<file path="config.mk">
export PLATFORM = sky130hd
export DESIGN_NAME = spi_tx_serializer_flat
export DESIGN_NICKNAME = d
export VERILOG_FILES = /design/src/rtl/spi_tx_serializer_if.sv /design/src/rtl/spi_tx_serializer.sv /design/src/flat_wrapper.sv
export SDC_FILE = /design/constraint.sdc
export NUM_CORES = 1
export LEC_CHECK = 0
export BUFFER_PORTS_ARGS = -buffer_cell sky130_fd_sc_hd__buf_2
export CAP_MARGIN = 20
export CORE_MARGIN = 4
export CORE_UTILIZATION = 55
export CTS_BUF_LIST = sky130_fd_sc_hd__clkbuf_16
export DETAILED_ROUTE_END_ITERATION = 12
export PLACE_DENSITY_LB_ADDON = 0.2
export RECOVER_POWER = 25
export SYNTH_ARGS = -nofsm -noshare
export SYNTH_HDL_FRONTEND = slang
export SYNTH_SLANG_ARGS = --single-unit
</file>
<file path="constraint.sdc">
create_clock -name clk -period 3.7 [get_ports clk]
set_input_delay 0.74 -clock clk [delete_from_list [all_inputs] [get_ports clk]]
set_output_delay 0.74 -clock clk [all_outputs]
set_load 0.02 [all_outputs]
</file>
<file path="src/rtl/spi_tx_serializer_if.sv">
`default_nettype none
// ============================================================================
// Module   : spi_tx_serializer_if
// Purpose  : Word handshake bundle between the TX FIFO and the SPI serializer.
// Revision : 1.0 - initial release
// ============================================================================
interface spi_tx_serializer_if #(
    parameter int MAX_W = 32,
    parameter int LEN_W = $clog2(MAX_W) + 1
) ();
    logic             s_valid;
    logic             s_ready;
    logic [MAX_W-1:0] s_data;
    logic [LEN_W-1:0] s_len;
    logic             s_last;

    modport master (output s_valid, s_data, s_len, s_last, input  s_ready);
    modport slave  (input  s_valid, s_data, s_len, s_last, output s_ready);
endinterface
`default_nettype wire

</file>
<file path="src/rtl/spi_tx_serializer.sv">
`default_nettype none
// ============================================================================
// Module   : spi_tx_serializer
// Purpose  : Variable-length SPI word serializer with gapless chaining and
//            optional end-of-frame CRC word, paced by an external bit strobe.
// Revision : 1.0 - initial release
// ============================================================================
module spi_tx_serializer #(
    parameter int MAX_W = 32,
    parameter int MIN_W = 4,
    parameter int CRC_W = 16,
    parameter int LEN_W = $clog2(MAX_W) + 1
) (
    input  logic                 clk,
    input  logic                 rst,
    input  logic                 bit_en,
    spi_tx_serializer_if.slave   s_if,
    input  logic                 msb_first,
    input  logic                 crc_en,
    input  logic [CRC_W-1:0]     crc_data,
    output logic                 sdo,
    output logic                 cs_n,
    output logic                 busy,
    output logic [LEN_W-1:0]     bit_idx,
    output logic                 word_done,
    output logic                 frame_done,
    output logic                 underrun
);

    localparam int               c_IDX_W   = (MAX_W > 1) ? $clog2(MAX_W) : 1;
    localparam logic [LEN_W-1:0] c_MIN_LEN = LEN_W'(MIN_W);
    localparam logic [LEN_W-1:0] c_MAX_LEN = LEN_W'(MAX_W);
    localparam logic [LEN_W-1:0] c_CRC_LEN = LEN_W'(CRC_W);
    localparam logic [LEN_W-1:0] c_ONE     = LEN_W'(1);

    typedef enum logic [1:0] {
        S_IDLE = 2'd0,
        S_DATA = 2'd1,
        S_WAIT = 2'd2,
        S_CRC  = 2'd3
    } state_t;

    // Normalise a word so that bit 0 is always the next bit on the wire.
    function automatic logic [MAX_W-1:0] f_order(input logic [MAX_W-1:0] d,
                                                 input logic [LEN_W-1:0] len,
                                                 input logic             msb);
        logic [MAX_W-1:0] v;
        v = '0;
        for (int i = 0; i < MAX_W; i++) begin
            if (i < int'(len)) begin
                v[c_IDX_W'(i)] = msb ? d[c_IDX_W'(int'(len) - 1 - i)] : d[c_IDX_W'(i)];
            end
        end
        return v;
    endfunction

    state_t             r_state;
    logic [MAX_W-1:0]   r_shift;
    logic [LEN_W-1:0]   r_len;
    logic [LEN_W-1:0]   r_bit_idx;
    logic               r_cur_last;
    logic               r_crc_en;
    logic               r_msb_first;
    logic               r_sdo;
    logic               r_cs_n;
    logic               r_busy;
    logic               r_word_done;
    logic               r_frame_done;
    logic               r_underrun;

    state_t             w_nxt_state;
    logic [MAX_W-1:0]   w_nxt_shift;
    logic [LEN_W-1:0]   w_nxt_len;
    logic [LEN_W-1:0]   w_nxt_idx;
    logic               w_nxt_last;
    logic               w_nxt_crc_en;
    logic               w_nxt_msb;
    logic               w_word_done;
    logic               w_frame_done;
    logic               w_underrun;
    logic               w_load;
    logic               w_final;
    logic               w_ready;
    logic               w_accept;
    logic [LEN_W-1:0]   w_len_clamped;

    assign w_final  = (r_bit_idx == (r_len - c_ONE));
    assign w_ready  = (r_state == S_IDLE) || (r_state == S_WAIT) ||
                      ((r_state == S_DATA) && bit_en && w_final && !r_cur_last);
    assign w_accept = s_if.s_valid && w_ready;

    assign w_len_clamped = (s_if.s_len < c_MIN_LEN) ? c_MIN_LEN :
                           (s_if.s_len > c_MAX_LEN) ? c_MAX_LEN : s_if.s_len;

    always_comb begin
        w_nxt_state  = r_state;
        w_nxt_shift  = r_shift;
        w_nxt_len    = r_len;
        w_nxt_idx    = r_bit_idx;
        w_nxt_last   = r_cur_last;
        w_nxt_crc_en = r_crc_en;
        w_nxt_msb    = r_msb_first;
        w_word_done  = 1'b0;
        w_frame_done = 1'b0;
        w_underrun   = 1'b0;
        w_load       = 1'b0;

        unique case (r_state)
            S_IDLE, S_WAIT: begin
                if (w_accept) begin
                    w_load      = 1'b1;
                    w_nxt_state = S_DATA;
                end
            end
            S_DATA: begin
                if (bit_en) begin
                    if (!w_final) begin
                        w_nxt_shift = r_shift >> 1;
                        w_nxt_idx   = r_bit_idx + c_ONE;
                    end else begin
                        w_word_done = 1'b1;
                        w_nxt_idx   = '0;
                        if (!r_cur_last) begin
                            if (s_if.s_valid) begin
                                w_load = 1'b1;
                            end else begin
                                w_underrun  = 1'b1;
                                w_nxt_state = S_WAIT;
                            end
                        end else if (r_crc_en) begin
                            // CRC goes out in the bit order of the frame's last word.
                            w_nxt_shift = f_order(MAX_W'(crc_data), c_CRC_LEN, r_msb_first);
                            w_nxt_len   = c_CRC_LEN;
                            w_nxt_state = S_CRC;
                        end else begin
                            w_frame_done = 1'b1;
                            w_nxt_state  = S_IDLE;
                        end
                    end
                end
            end
            S_CRC: begin
                if (bit_en) begin
                    if (!w_final) begin
                        w_nxt_shift = r_shift >> 1;
                        w_nxt_idx   = r_bit_idx + c_ONE;
                    end else begin
                        w_frame_done = 1'b1;
                        w_nxt_idx    = '0;
                        w_nxt_state  = S_IDLE;
                    end
                end
            end
            default: begin
                w_nxt_state = S_IDLE;
            end
        endcase

        if (w_load) begin
            w_nxt_shift  = f_order(s_if.s_data, w_len_clamped, msb_first);
            w_nxt_len    = w_len_clamped;
            w_nxt_idx    = '0;
            w_nxt_last   = s_if.s_last;
            w_nxt_crc_en = crc_en;
            w_nxt_msb    = msb_first;
        end
    end

    always_ff @(posedge clk or posedge rst) begin
        if (rst) begin
            r_state      <= S_IDLE;
            r_shift      <= '0;
            r_len        <= c_MIN_LEN;
            r_bit_idx    <= '0;
            r_cur_last   <= 1'b0;
            r_crc_en     <= 1'b0;
            r_msb_first  <= 1'b0;
            r_sdo        <= 1'b0;
            r_cs_n       <= 1'b1;
            r_busy       <= 1'b0;
            r_word_done  <= 1'b0;
            r_frame_done <= 1'b0;
            r_underrun   <= 1'b0;
        end else begin
            r_state      <= w_nxt_state;
            r_shift      <= w_nxt_shift;
            r_len        <= w_nxt_len;
            r_bit_idx    <= w_nxt_idx;
            r_cur_last   <= w_nxt_last;
            r_crc_en     <= w_nxt_crc_en;
            r_msb_first  <= w_nxt_msb;
            // Line is driven only while shifting; WAIT and IDLE park it low.
            r_sdo        <= ((w_nxt_state == S_DATA) || (w_nxt_state == S_CRC)) ?
                            w_nxt_shift[0] : 1'b0;
            r_cs_n       <= (w_nxt_state == S_IDLE);
            r_busy       <= (w_nxt_state != S_IDLE);
            r_word_done  <= w_word_done;
            r_frame_done <= w_frame_done;
            r_underrun   <= w_underrun;
        end
    end

    assign s_if.s_ready = w_ready;
    assign sdo          = r_sdo;
    assign cs_n         = r_cs_n;
    assign busy         = r_busy;
    assign bit_idx      = r_bit_idx;
    assign word_done    = r_word_done;
    assign frame_done   = r_frame_done;
    assign underrun     = r_underrun;

endmodule
`default_nettype wire

</file>
<file path="src/flat_wrapper.sv">
// flat-port wrapper written by rule: the top's interface ports become plain ports
module spi_tx_serializer_flat 
#(
    parameter int MAX_W = 32,
    parameter int MIN_W = 4,
    parameter int CRC_W = 16,
    parameter int LEN_W = $clog2(MAX_W) + 1
)
  (clk, rst, bit_en, msb_first, crc_en, crc_data, sdo, cs_n, busy, bit_idx, word_done, frame_done, underrun, s_if_s_valid, s_if_s_data, s_if_s_len, s_if_s_last, s_if_s_ready);
  spi_tx_serializer_if #(.MAX_W(MAX_W), .LEN_W(LEN_W)) s_if_i ();
  input  logic clk;
  input  logic rst;
  input  logic bit_en;
  input  logic msb_first;
  input  logic crc_en;
  input  logic [CRC_W-1:0] crc_data;
  output logic sdo;
  output logic cs_n;
  output logic busy;
  output logic [LEN_W-1:0] bit_idx;
  output logic word_done;
  output logic frame_done;
  output logic underrun;
  input wire logic [$bits(s_if_i.s_valid)-1:0] s_if_s_valid;
  input wire logic [$bits(s_if_i.s_data)-1:0] s_if_s_data;
  input wire logic [$bits(s_if_i.s_len)-1:0] s_if_s_len;
  input wire logic [$bits(s_if_i.s_last)-1:0] s_if_s_last;
  output wire logic [$bits(s_if_i.s_ready)-1:0] s_if_s_ready;
  assign s_if_i.s_valid = s_if_s_valid;
  assign s_if_i.s_data = s_if_s_data;
  assign s_if_i.s_len = s_if_s_len;
  assign s_if_i.s_last = s_if_s_last;
  assign s_if_s_ready = s_if_i.s_ready;
  spi_tx_serializer #(.MAX_W(MAX_W), .MIN_W(MIN_W), .CRC_W(CRC_W), .LEN_W(LEN_W)) u_core (.clk(clk), .rst(rst), .bit_en(bit_en), .s_if(s_if_i), .msb_first(msb_first), .crc_en(crc_en), .crc_data(crc_data), .sdo(sdo), .cs_n(cs_n), .busy(busy), .bit_idx(bit_idx), .word_done(word_done), .frame_done(frame_done), .underrun(underrun));
endmodule
</file>
==> results.toml <==
[floorplan]
initial_core_util_pct = 57.1
coreArea_sq_mm = 0.0104
die_area_sq_mm = 0.0125
chipWidth_um = 112
die_y_um = 112
rows = 37
ioPinCount = 74

[setup_path]
startpoint = "u_core.r_len[0]"
cp-start-kind = "flop"
critical_path_class = "reg -> out"
cp.arrival_ns = 2.79
cp-endpoint = "s_if_s_ready"
crit_path_max_fanout = 7
cpPeakStageDelay_ns = 0.44
reg2reg_slack_ns = 0.59
r2r-end = "u_core.r_shift[20]"
end_kind = "primary output"
cp_slowest_cell = "or3_1"
timing.rr.start = "u_core.r_len[0]"
crit_chain = "or3_1 -> or4_1 -> a22oi_2 -> and2_1 -> nand2_1 -> o31ai_1 -> buf_2"
r2r_cells = 10
critPathRequiredTime_ns = 2.96

[cells_and_area]
fin_util_pct = 65.0
final_area_sq_mm = 0.00677
drive_gt1_share_pct = 25.4
fin_nets = 826
fillers = 875
syn_to_final_growth_pct = 13.8
num_antenna_cells = 0

[detailed_routing]
drtIter0Drc = 858
drc = 0
routed_wirelength_um = 20600
via_count = 6190
ant_nets = 0
met2_length_um = 9420
post_drt_wl_per_cell_um = 23.2
drt-met1-wl_um = 8280
first_pass_iters = 7
viasPerCell = 6.98
wl_met3_um = 1900
highest_layer = "met4"

[timing]
worst_pin_slew_ns = 2.05
setup_tns_ns = 0
fin_skew_ns = 0.00818
finalSetupViolCount = 0
finalHoldViolCount = 0
slew_viol_final = 40
finalCritPeriodShare_pct = 95.5
finalCriticalPeriod_ns = 3.53
timing.fmax_mhz = 283
slew_headroom_pct = -36.9
rsz0062_at_grt = "no"

[cts]
cts_tree = "built"
cts_max_level = 2
cts_max_path_buffers = 2
cts_root_buf = "clkbuf_16"
numClockSinks = 54
numCtsBuffers = 5
clkTransAtPathRegs_ns = 0.07
cts_hold_repair.buffers = 0
clock_latency_ns = 0.30

[yosys]
synth_area_per_cell_sq_um = 8.58
async_reset_ff_share_pct = 100
synth_ff_type = "dfrtp_1"
synth_top_cell_by_area = "dfrtp_1"
ys_seq_area_share_pct = 22.8
yosys_register_bits = 54
yosys_warnings = 0
yosysTopAreaCellShare_pct = 21.9
netlist_area_sq_mm = 0.00595
synth_top_cells_by_count = "nand2_1 (53), nor2_1 (53), dfrtp_1 (52)"
synth-edff-count = 0
synth_cells = 693
synth_cell_types = 72
netlist_top_cells_area = "dfrtp_1 (22%), mux2i_1 (8.6%), mux4_2 (7.2%), mux2_2 (4.4%), o221ai_1 (3.4%)"
syn_nets = 769

[run]
maxCapViolations = 1

[pwr]
p_per_area_mw_per_mm2 = 443
vdd_ir_drop_max_mv = 0.452
p_leak_nw = 2.96
total_power_mw = 3.00

[placement]
gp_congestion = 0.967
portBuffers = 73
dp_hpwl_um = 15200
post_dp_cell_area_sq_mm = 0.00660

[grt]
grt_usage_pct = 32.0
grt_pass1_vias = 5865
antenna_found_initial = 0
grt_pass1_wl_um = 32300
grt_start_max_net_pins = 55
overflow = 0

[hold_path]
hp-class = "in -> async"

[status]
violations = "max-capacitance violations, max-slew violations"
outcome = "complete, but fails checks"
[logic make-up after synthesis]
logic type | count (synthesis) | share of synthesized area, %
flip-flops | 54 | 22.8
AO/OA/AOI/OAI | 212 | 27.3
XOR/XNOR | 23 | 3.39
multiplexers | 93 | 20.1
buffers and inverters | 90 | 6.52
adder cells (fa/ha/maj) | 15 | 3.16
AND/OR/NAND/NOR | 206 | 16.7
[where the power goes]
group	switching [mW]	leakage (nW)	internal, mW
clock	0.208	0.0714	0.251
combinational	0.888	2.18	0.718
sequential	0.184	0.707	0.749
[per-layer routing]
metal,vias up,global-route usage [%]
met5,-,0
met1,2934,42.6
met2,389,51.4
met3,72,5.22
li1,2795,-
met4,0,14.3
[how the worst min path moves through the flow]
stage	start	endpoint	slack, ns
6_report	rst	u_core.r_shift[25]	0.49
5_1_grt	u_core.r_shift[22]	u_core.r_shift[22]	0.53
4_1_cts	u_core.r_shift[22]	u_core.r_shift[22]	0.51
3_5_place_dp	u_core.r_shift[27]	u_core.r_shift[27]	0.49
3_3_place_gp	u_core.r_shift[22]	u_core.r_shift[22]	0.48
2_1_floorplan	u_core.r_shift[6]	u_core.r_shift[6]	0.46
[timing repair]
action / in CTS / in global routing
resized for setup: 0 / 1
setup endpoints to repair: 0 / 2
setup buffers: 0 / 0
[cell usage in the layout (no fill, tap or decap), types with 5 or more instances in the layout]
| cell type | count |
|---|---|
| inv_1 | 24 |
| nor3b_1 | 6 |
| buf_4 | 36 |
| o21ai_1 | 6 |
| ha_1 | 13 |
| o211ai_1 | 11 |
| mux2_2 | 23 |
| buf_2 | 73 |
| mux2i_1 | 51 |
| nand2b_1 | 14 |
| nand3_1 | 19 |
| nor2b_1 | 7 |
| nand2_1 | 52 |
| o31ai_1 | 7 |
| o22ai_1 | 9 |
| dfrtp_1 | 52 |
| or2_2 | 5 |
| xnor2_1 | 16 |
| a22oi_1 | 7 |
| mux4_2 | 19 |
| o21ai_0 | 25 |
| clkbuf_16 | 5 |
| a22o_1 | 15 |
| a21oi_1 | 20 |
| xor2_1 | 6 |
| nor3_1 | 19 |
| o221ai_1 | 23 |
| a222oi_1 | 9 |
| a2111oi_0 | 6 |
| and3_1 | 8 |
| nor2_1 | 51 |
| a211oi_1 | 7 |
| a41oi_1 | 14 |
[state kept, by name, indices dropped and copies added (netlist names)]
name / count
u_core.r_crc_en: 1
u_core.underrun: 1
u_core.r_msb_first: 1
u_core.r_len: 6
u_core.bit_idx: 6
u_core.r_shift: 31
u_core.word_done: 1
u_core.sdo: 1
u_core.r_cur_last: 1
u_core.cs_n: 1
u_core.busy: 1
u_core.r_state: 2
u_core.frame_done: 1
[layout make-up]
class,count,area (sq um),share of cell area [%]
tap,136,170,2.51
timing repair buffer,113,694,10.3
inverter,27,106,1.57
sequential,54,1350,20.0
clock buffer,5,125,1.85
multi-input combinational,549,4300,63.5
clock inverter,3,21.3,0.314
[critical path, delay by kind of cell (launching register included)]
kind                   cells  cell delay (ns)
buffers and inverters      1             0.20
and+or+nand+nor            4             1.36
AOI/OAI and AO/OA          2             0.51
DFF                        1             0.43
[through the flow]
| step | cells | setup slack, ns | hold WS, ns |
|---|---|---|---|
| 2_1_floorplan | 693 | -0.0456 | 0.464 |
| 3_3_place_gp | 877 | -0.0455 | 0.484 |
| 3_5_place_dp | 877 | -0.0520 | 0.487 |
| 4_1_cts | 885 | 0.144 | 0.507 |
| 5_1_grt | 887 | 0.0150 | 0.528 |
| 6_report | 887 | 0.167 | 0.487 |
Power figures use the tool's default switching activity.
